`config.mk`:
```
export PLATFORM = sky130hd
export DESIGN_NAME = debugger_value_initiator_flat
export DESIGN_NICKNAME = d
export VERILOG_FILES = /design/src/rtl/debugger_protocol_pkg.sv /design/src/rtl/debugger_value_initiator_if.sv /design/src/rtl/debugger_byte_timeout.sv /design/src/rtl/debugger_value_initiator.sv /design/src/flat_wrapper.sv
export SDC_FILE = /design/constraint.sdc
export NUM_CORES = 1
export LEC_CHECK = 0
export BUFFER_PORTS_ARGS = -buffer_cell sky130_fd_sc_hd__buf_4
export CORE_AREA = 2 2 111 113
export CTS_BUF_LIST = sky130_fd_sc_hd__clkbuf_4 sky130_fd_sc_hd__clkbuf_8
export CTS_CLUSTER_DIAMETER = 80
export CTS_CLUSTER_SIZE = 30
export DETAILED_ROUTE_END_ITERATION = 8
export DIE_AREA = 0 0 113 115
export GPL_TIMING_DRIVEN = 1
export HOLD_SLACK_MARGIN = 0.1
export SETUP_SLACK_MARGIN = 0.3
export SLEW_MARGIN = 40
export SYNTH_ARGS = -nofsm -noshare
export SYNTH_HDL_FRONTEND = slang
export SYNTH_SLANG_ARGS = --single-unit
```
`constraint.sdc`:
```
create_clock -name i_clk -period 3 [get_ports i_clk]
set_input_delay 0.6 -clock i_clk [delete_from_list [all_inputs] [get_ports i_clk]]
set_output_delay 0.6 -clock i_clk [all_outputs]
set_load 0.1 [all_outputs]
```
`src/rtl/debugger_protocol_pkg.sv`:
```
// Shared protocol constants and state encoding for the
// debugger value-bank command engine and its users.
package debugger_protocol_pkg;

  localparam logic [7:0] OPCODE_WRITE = 8'h01;
  localparam logic [7:0] OPCODE_READ  = 8'h02;
  localparam logic [7:0] RESP_ERROR   = 8'hEE;

  localparam logic [15:0] VALUEID_NES_RESET_N         = 16'd1;
  localparam logic [15:0] VALUEID_DEBUGGER_MEMORY_POOL = 16'd2;

  typedef enum logic [3:0] {
    S_IDLE,
    S_ID_HI,
    S_ID_LO,
    S_DATA_HI,
    S_DATA_LO,
    S_ACCESS,
    S_RESP_OP,
    S_RESP_HI,
    S_RESP_LO,
    S_RESP_ERR
  } state_e;

  function automatic logic is_opcode(input logic [7:0] b);
    return (b == OPCODE_WRITE) || (b == OPCODE_READ);
  endfunction

endpackage

```
`src/rtl/debugger_value_initiator_if.sv`:
```
// Response byte stream from the command engine to the
// debugger transmitter, valid/ready handshake.
interface debugger_value_initiator_if;

  logic       tx_valid;
  logic [7:0] tx_data;
  logic       tx_ready;

  modport master (
    output tx_valid,
    output tx_data,
    input  tx_ready
  );

  modport slave (
    input  tx_valid,
    input  tx_data,
    output tx_ready
  );

endinterface

```
`src/rtl/debugger_byte_timeout.sv`:
```
// Inter-byte idle counter; fires once when the gap
// between bytes of a command reaches the limit.
module debugger_byte_timeout #(
  parameter int P_TIMEOUT_CYCLES = 1000000,
  parameter int P_TIMEOUT_WIDTH  = 20
) (
  input  logic i_clk,
  input  logic i_reset,
  input  logic i_clr,
  input  logic i_en,
  output logic o_expired
);

  localparam logic [P_TIMEOUT_WIDTH-1:0] LIMIT =
    P_TIMEOUT_WIDTH'(P_TIMEOUT_CYCLES);

  logic [P_TIMEOUT_WIDTH-1:0] cnt_q;
  logic [P_TIMEOUT_WIDTH-1:0] cnt_d;

  // Count while enabled, restart on a byte or when idle.
  always_comb begin
    cnt_d = cnt_q;
    if (i_clr || !i_en) begin
      cnt_d = '0;
    end else if (cnt_q != LIMIT) begin
      cnt_d = cnt_q + 1'b1;
    end
  end

  // A byte in the same cycle takes precedence.
  assign o_expired = i_en && !i_clr && (cnt_q == LIMIT);

  // Counter register.
  always_ff @(posedge i_clk) begin
    if (i_reset) begin
      cnt_q <= '0;
    end else begin
      cnt_q <= cnt_d;
    end
  end

endmodule

```
`src/rtl/debugger_value_initiator.sv`:
```
// Parses debugger rx bytes into value-bank accesses and
// streams the echo/read-data response back out.
module debugger_value_initiator
  import debugger_protocol_pkg::*;
#(
  parameter int P_TIMEOUT_CYCLES = 1000000,
  parameter int P_TIMEOUT_WIDTH  = 20
) (
  input  logic                       i_clk,
  input  logic                       i_reset,
  input  logic                       i_rx_valid,
  input  logic [7:0]                 i_rx_data,
  debugger_value_initiator_if.master tx,
  output logic                       o_ena,
  output logic                       o_wea,
  output logic [15:0]                o_id,
  output logic [15:0]                o_data,
  input  logic [15:0]                i_data,
  output logic                       o_busy,
  output logic                       o_overrun
);

  state_e      state_q, state_d;
  logic [7:0]  op_q, op_d;
  logic [15:0] id_q, id_d;
  logic [15:0] data_q, data_d;
  logic [15:0] rdata_q, rdata_d;
  logic        ena_q, ena_d;
  logic        wea_q, wea_d;
  logic        tx_valid_q, tx_valid_d;
  logic [7:0]  tx_data_q, tx_data_d;
  logic        busy_q, busy_d;
  logic        overrun_q, overrun_d;

  logic in_cmd;
  logic in_resp;
  logic tx_fire;
  logic expired;
  logic is_wr;

  assign in_cmd = (state_q == S_ID_HI) ||
                  (state_q == S_ID_LO) ||
                  (state_q == S_DATA_HI) ||
                  (state_q == S_DATA_LO);

  assign in_resp = (state_q == S_ACCESS) ||
                   (state_q == S_RESP_OP) ||
                   (state_q == S_RESP_HI) ||
                   (state_q == S_RESP_LO) ||
                   (state_q == S_RESP_ERR);

  assign tx_fire = tx_valid_q && tx.tx_ready;
  assign is_wr   = (op_q == OPCODE_WRITE);

  debugger_byte_timeout #(
    .P_TIMEOUT_CYCLES(P_TIMEOUT_CYCLES),
    .P_TIMEOUT_WIDTH (P_TIMEOUT_WIDTH)
  ) u_timeout (
    .i_clk    (i_clk),
    .i_reset  (i_reset),
    .i_clr    (i_rx_valid),
    .i_en     (in_cmd),
    .o_expired(expired)
  );

  // Next-state, field capture and response sequencing.
  always_comb begin
    state_d    = state_q;
    op_d       = op_q;
    id_d       = id_q;
    data_d     = data_q;
    rdata_d    = rdata_q;
    ena_d      = 1'b0;
    wea_d      = 1'b0;
    tx_valid_d = tx_valid_q;
    tx_data_d  = tx_data_q;
    overrun_d  = i_rx_valid && in_resp;

    unique case (state_q)
      S_IDLE: begin
        if (i_rx_valid) begin
          if (is_opcode(i_rx_data)) begin
            op_d    = i_rx_data;
            state_d = S_ID_HI;
          end else begin
            state_d    = S_RESP_ERR;
            tx_valid_d = 1'b1;
            tx_data_d  = RESP_ERROR;
          end
        end
      end
      S_ID_HI: begin
        if (i_rx_valid) begin
          id_d[15:8] = i_rx_data;
          state_d    = S_ID_LO;
        end else if (expired) begin
          state_d = S_IDLE;
        end
      end
      S_ID_LO: begin
        if (i_rx_valid) begin
          id_d[7:0] = i_rx_data;
          if (is_wr) begin
            state_d = S_DATA_HI;
          end else begin
            state_d = S_ACCESS;
            ena_d   = 1'b1;
          end
        end else if (expired) begin
          state_d = S_IDLE;
        end
      end
      S_DATA_HI: begin
        if (i_rx_valid) begin
          data_d[15:8] = i_rx_data;
          state_d      = S_DATA_LO;
        end else if (expired) begin
          state_d = S_IDLE;
        end
      end
      S_DATA_LO: begin
        if (i_rx_valid) begin
          data_d[7:0] = i_rx_data;
          state_d     = S_ACCESS;
          ena_d       = 1'b1;
          wea_d       = 1'b1;
        end else if (expired) begin
          state_d = S_IDLE;
        end
      end
      S_ACCESS: begin
        if (!is_wr) begin
          rdata_d = i_data;
        end
        state_d    = S_RESP_OP;
        tx_valid_d = 1'b1;
        tx_data_d  = op_q;
      end
      S_RESP_OP: begin
        if (tx_fire) begin
          if (is_wr) begin
            state_d    = S_IDLE;
            tx_valid_d = 1'b0;
          end else begin
            state_d   = S_RESP_HI;
            tx_data_d = rdata_q[15:8];
          end
        end
      end
      S_RESP_HI: begin
        if (tx_fire) begin
          state_d   = S_RESP_LO;
          tx_data_d = rdata_q[7:0];
        end
      end
      S_RESP_LO: begin
        if (tx_fire) begin
          state_d    = S_IDLE;
          tx_valid_d = 1'b0;
        end
      end
      S_RESP_ERR: begin
        if (tx_fire) begin
          state_d    = S_IDLE;
          tx_valid_d = 1'b0;
        end
      end
      default: begin
        state_d    = S_IDLE;
        tx_valid_d = 1'b0;
      end
    endcase

    busy_d = (state_d != S_IDLE);
  end

  // State and registered outputs.
  always_ff @(posedge i_clk) begin
    if (i_reset) begin
      state_q    <= S_IDLE;
      op_q       <= 8'h00;
      id_q       <= 16'h0000;
      data_q     <= 16'h0000;
      rdata_q    <= 16'h0000;
      ena_q      <= 1'b0;
      wea_q      <= 1'b0;
      tx_valid_q <= 1'b0;
      tx_data_q  <= 8'h00;
      busy_q     <= 1'b0;
      overrun_q  <= 1'b0;
    end else begin
      state_q    <= state_d;
      op_q       <= op_d;
      id_q       <= id_d;
      data_q     <= data_d;
      rdata_q    <= rdata_d;
      ena_q      <= ena_d;
      wea_q      <= wea_d;
      tx_valid_q <= tx_valid_d;
      tx_data_q  <= tx_data_d;
      busy_q     <= busy_d;
      overrun_q  <= overrun_d;
    end
  end

  assign tx.tx_valid = tx_valid_q;
  assign tx.tx_data  = tx_data_q;
  assign o_ena       = ena_q;
  assign o_wea       = wea_q;
  assign o_id        = id_q;
  assign o_data      = data_q;
  assign o_busy      = busy_q;
  assign o_overrun   = overrun_q;

endmodule

```
`src/flat_wrapper.sv`:
```
// flat-port wrapper written by rule: the top's interface ports become plain ports
module debugger_value_initiator_flat import debugger_protocol_pkg::*;
#(
  parameter int P_TIMEOUT_CYCLES = 1000000,
  parameter int P_TIMEOUT_WIDTH  = 20
)
  (i_clk, i_reset, i_rx_valid, i_rx_data, o_ena, o_wea, o_id, o_data, i_data, o_busy, o_overrun, tx_tx_valid, tx_tx_data, tx_tx_ready);
  debugger_value_initiator_if tx_i ();
  input  logic i_clk;
  input  logic i_reset;
  input  logic i_rx_valid;
  input  logic [7:0] i_rx_data;
  output logic o_ena;
  output logic o_wea;
  output logic [15:0] o_id;
  output logic [15:0] o_data;
  input  logic [15:0] i_data;
  output logic o_busy;
  output logic o_overrun;
  output wire logic [$bits(tx_i.tx_valid)-1:0] tx_tx_valid;
  output wire logic [$bits(tx_i.tx_data)-1:0] tx_tx_data;
  input wire logic [$bits(tx_i.tx_ready)-1:0] tx_tx_ready;
  assign tx_tx_valid = tx_i.tx_valid;
  assign tx_tx_data = tx_i.tx_data;
  assign tx_i.tx_ready = tx_tx_ready;
  debugger_value_initiator #(.P_TIMEOUT_CYCLES(P_TIMEOUT_CYCLES), .P_TIMEOUT_WIDTH(P_TIMEOUT_WIDTH)) u_core (.i_clk(i_clk), .i_reset(i_reset), .i_rx_valid(i_rx_valid), .i_rx_data(i_rx_data), .tx(tx_i), .o_ena(o_ena), .o_wea(o_wea), .o_id(o_id), .o_data(o_data), .i_data(i_data), .o_busy(o_busy), .o_overrun(o_overrun));
endmodule
```
==> results.ini <==
[synth]
yosysTopAreaCell=dfxtp_1
yosysWarnings=0
synth_seq_cells=93
syn_avg_cell_area_um2=8.88
syn_inst=454
syn_nets=484
postSynth.asyncResetShare_pct=0
syn_area_um2=4030
synth_top_flop_cell=dfxtp_1
ys_seq_area_share_pct=46.2
synth_top_area_share_pct=46.2
synth_edf_count=0
synth_area_leaders=dfxtp_1, mux2i_1, nor2_1
synth_commonest_cells=dfxtp_1, nor2_1, mux2i_1, nand2_1, a21oi_1
synth_cell_type_count=47
yosysMostFrequentCell=dfxtp_1

[cells_and_area]
stdcell_area_um2=4910
register_area_um2=1860
multi_input_area_um2=2060
drive_above_1_share_pct=20.2
instances_no_fill=673
antennaDiodeCount=0
final_nets=551
syn_to_final_growth_pct=21.7
fillerInstances=1189

[sta]
tightest_slew_ns=0.808
rsz0062_at_grt=false
slew_viol_final=0
max_freq_mhz=437
setup_viol=0
hold_violations=0
fin_crit_sh_pct=76.3
relSlewSlack_pct=45.8
period_needed_ns=2.29
fin_skew_ns=0.0121
finalSetupTns_ns=0
finalWorstSetupSlack_ns=0.710

[job]
maxCapViolations=0

[grt]
grt_most_used_layer=met2
antenna_found_initial=0
grt_pass1_vias=3250
grtUsageMet2_pct=24.0
grt_start_max_net_pins=41
grtUsageMet3_pct=3.90
grtUsageMet1_pct=19.5
grt_util_all_layers_pct=14.9
grt_overflow_total=0
grt_pass1_wl_um=15800

[pwr]
switching_power_mw=0.882
p_leak_nw=1.91
ir_drop_v=0.000260
pwr-share-seq_pct=49.9
p_comb_share_pct=20.9
powerDensity_nw_per_um2=537
p_sw_share_pct=33.5
clkPwrFrac_pct=29.2
p_int_mw=1.75

[floorplan]
start_util_pct=34.1
fp-row-count=40
die_w_um=113
num_io_pins=73
die_area_um2=13000
core_area_um2=11800
dieHeight_um=115

[clock_tree]
cts_resized=0
clock_latency_ns=0.36
cts_made_buffers=9
cts_root_buf=clkbuf_8
cts_tree=built
post_cts_buffers=0
clockBufferDepth=2
htreeDepth=3
hold_buffers=0
clk_pin_slew_ns=0.09
cts.sinks=93

[detailed_routing]
wl_per_cell_um=14.1
drc=0
drtIter0Drc=162
vias=3402
viasPerCell=5.05
ant_nets=0
first_pass_iters=7
routed_wl_um=9520

[hold_path]
worst_hold_path_type=flip-flop to flip-flop
hold_depth=2
hp-start=u_core.o_data[5]
hold_path_end=u_core.o_data[5]

[worst_setup_path]
r2r_cells=5
worstPathRequired_ns=3.21
critPathKind=flip-flop to flip-flop
worstPathMaxFanout=4
rr_startpoint=u_core.u_timeout.cnt_q[10]
rr_endpoint=u_core.o_busy
critPathArrivalTime_ns=2.50
ff2ff_setup_slack_ns=0.71
end_kind=flip-flop
cp-start-kind=flip-flop
crit_path_start=u_core.u_timeout.cnt_q[10]

[place]
post-dp-hpwl_um=6990
place.gp.congestion=0.833
dpl-instance-area_um2=4730
pre_cts_ws_ns=0.648
dp.cells=657
port_buffers=72

[status]
status=complete, no violations

final cells by class:
cell class / instances / share of cell area (%)
Multi-Input combinational cell: 331 / 41.9
Sequential cell: 93 / 37.9
Timing Repair Buffer: 80 / 12.2
Tap cell: 147 / 3.75
Clock buffer: 10 / 2.80
Clock inverter: 6 / 0.892
Inverter: 6 / 0.459
through the flow:
stage	hold slack [ns]	util, %	power, mW
2_1_floorplan	0.448	-	1.75
6_report	0.461	41.5	2.64
5_1_grt	0.454	41.5	2.77
4_1_cts	0.443	41.5	2.68
3_5_place_dp	0.449	40.0	1.90
3_3_place_gp	0.451	40.0	1.89
critical path, stage by stage, from the launching register on:
cell and delay [ns]:
dfxtp_1 0.35, or4b_4 0.55, or3_1 0.39, or3_4 0.42, a211oi_2 0.23, a41oi_1 0.19
power by group through the flow:
| stage | sequential [mW] | combinational [mW] | clock [mW] |
|---|---|---|---|
| floorplan | 1.54 | 0.207 | 0 |
| finish | 1.32 | 0.551 | 0.770 |
| detailed placement | 1.34 | 0.552 | 0 |
| CTS | 1.32 | 0.552 | 0.813 |
| global route | 1.32 | 0.585 | 0.864 |
| global placement | 1.34 | 0.545 | 0 |
flip-flops by register name (all words and copies together), names as in the netlist:
name	cells
u_core.u_timeout.cnt_q	20
u_core.o_wea	1
u_core.o_id	16
u_core.o_overrun	1
u_core.o_ena	1
u_core.tx.tx_data	8
u_core.o_data	16
u_core.o_busy	1
u_core.rdata_q	16
u_core.tx.tx_valid	1
u_core.op_q	8
u_core.state_q	4
how the worst max path moves through the flow:
stage	end	slack, ns	cells after the start
after CTS	u_core.o_busy	0.71	5
after global routing	u_core.o_busy	0.58	5
final	u_core.o_busy	0.71	5
after global placement	u_core.op_q[3]	0.68	6
after detailed placement	u_core.op_q[6]	0.65	6
after floorplan	u_core.tx.tx_data[1]	0.92	5
per-layer routing:
layer  wire (um)  vias to the layer above
li1            -                     1723
met1        4440                     1599
met2        4450                       67
met3         452                       13
met4         175                        0
met5           0                        -
kinds of logic after synthesis:
group	Yosys count	synth area share, %
AOI/OAI and AO/OA	62	9.80
and+or+nand+nor	197	23.7
adders and majority gates	2	0.620
DFF	93	46.2
muxes	52	13.0
xor gates and xnor gates	18	3.91
buffers and inverters	30	2.82
cell usage in the layout, fill, tap and decap left out, types with 2 or more instances in the layout:
| master | instances |
|---|---|
| and4_1 | 2 |
| nand2_1 | 32 |
| buf_4 | 80 |
| o221ai_1 | 2 |
| mux2_2 | 2 |
| o32ai_1 | 2 |
| o21ai_0 | 11 |
| a31oi_1 | 2 |
| inv_1 | 6 |
| nor2_1 | 84 |
| a311oi_1 | 7 |
| xnor2_1 | 5 |
| o22ai_1 | 2 |
| a21oi_1 | 27 |
| nor4b_1 | 4 |
| or3_1 | 4 |
| nor3_1 | 5 |
| nor4_1 | 3 |
| xor2_1 | 13 |
| clkbuf_8 | 10 |
| ha_1 | 2 |
| nand4_1 | 11 |
| nand2b_1 | 6 |
| inv_6 | 3 |
| a22o_1 | 2 |
| and2_1 | 9 |
| a41oi_1 | 2 |
| clkinv_2 | 2 |
| nand3_1 | 22 |
| nor2b_1 | 3 |
| mux2i_1 | 50 |
| or2_2 | 2 |
| dfxtp_1 | 93 |
Power figures use the tool's default switching activity.
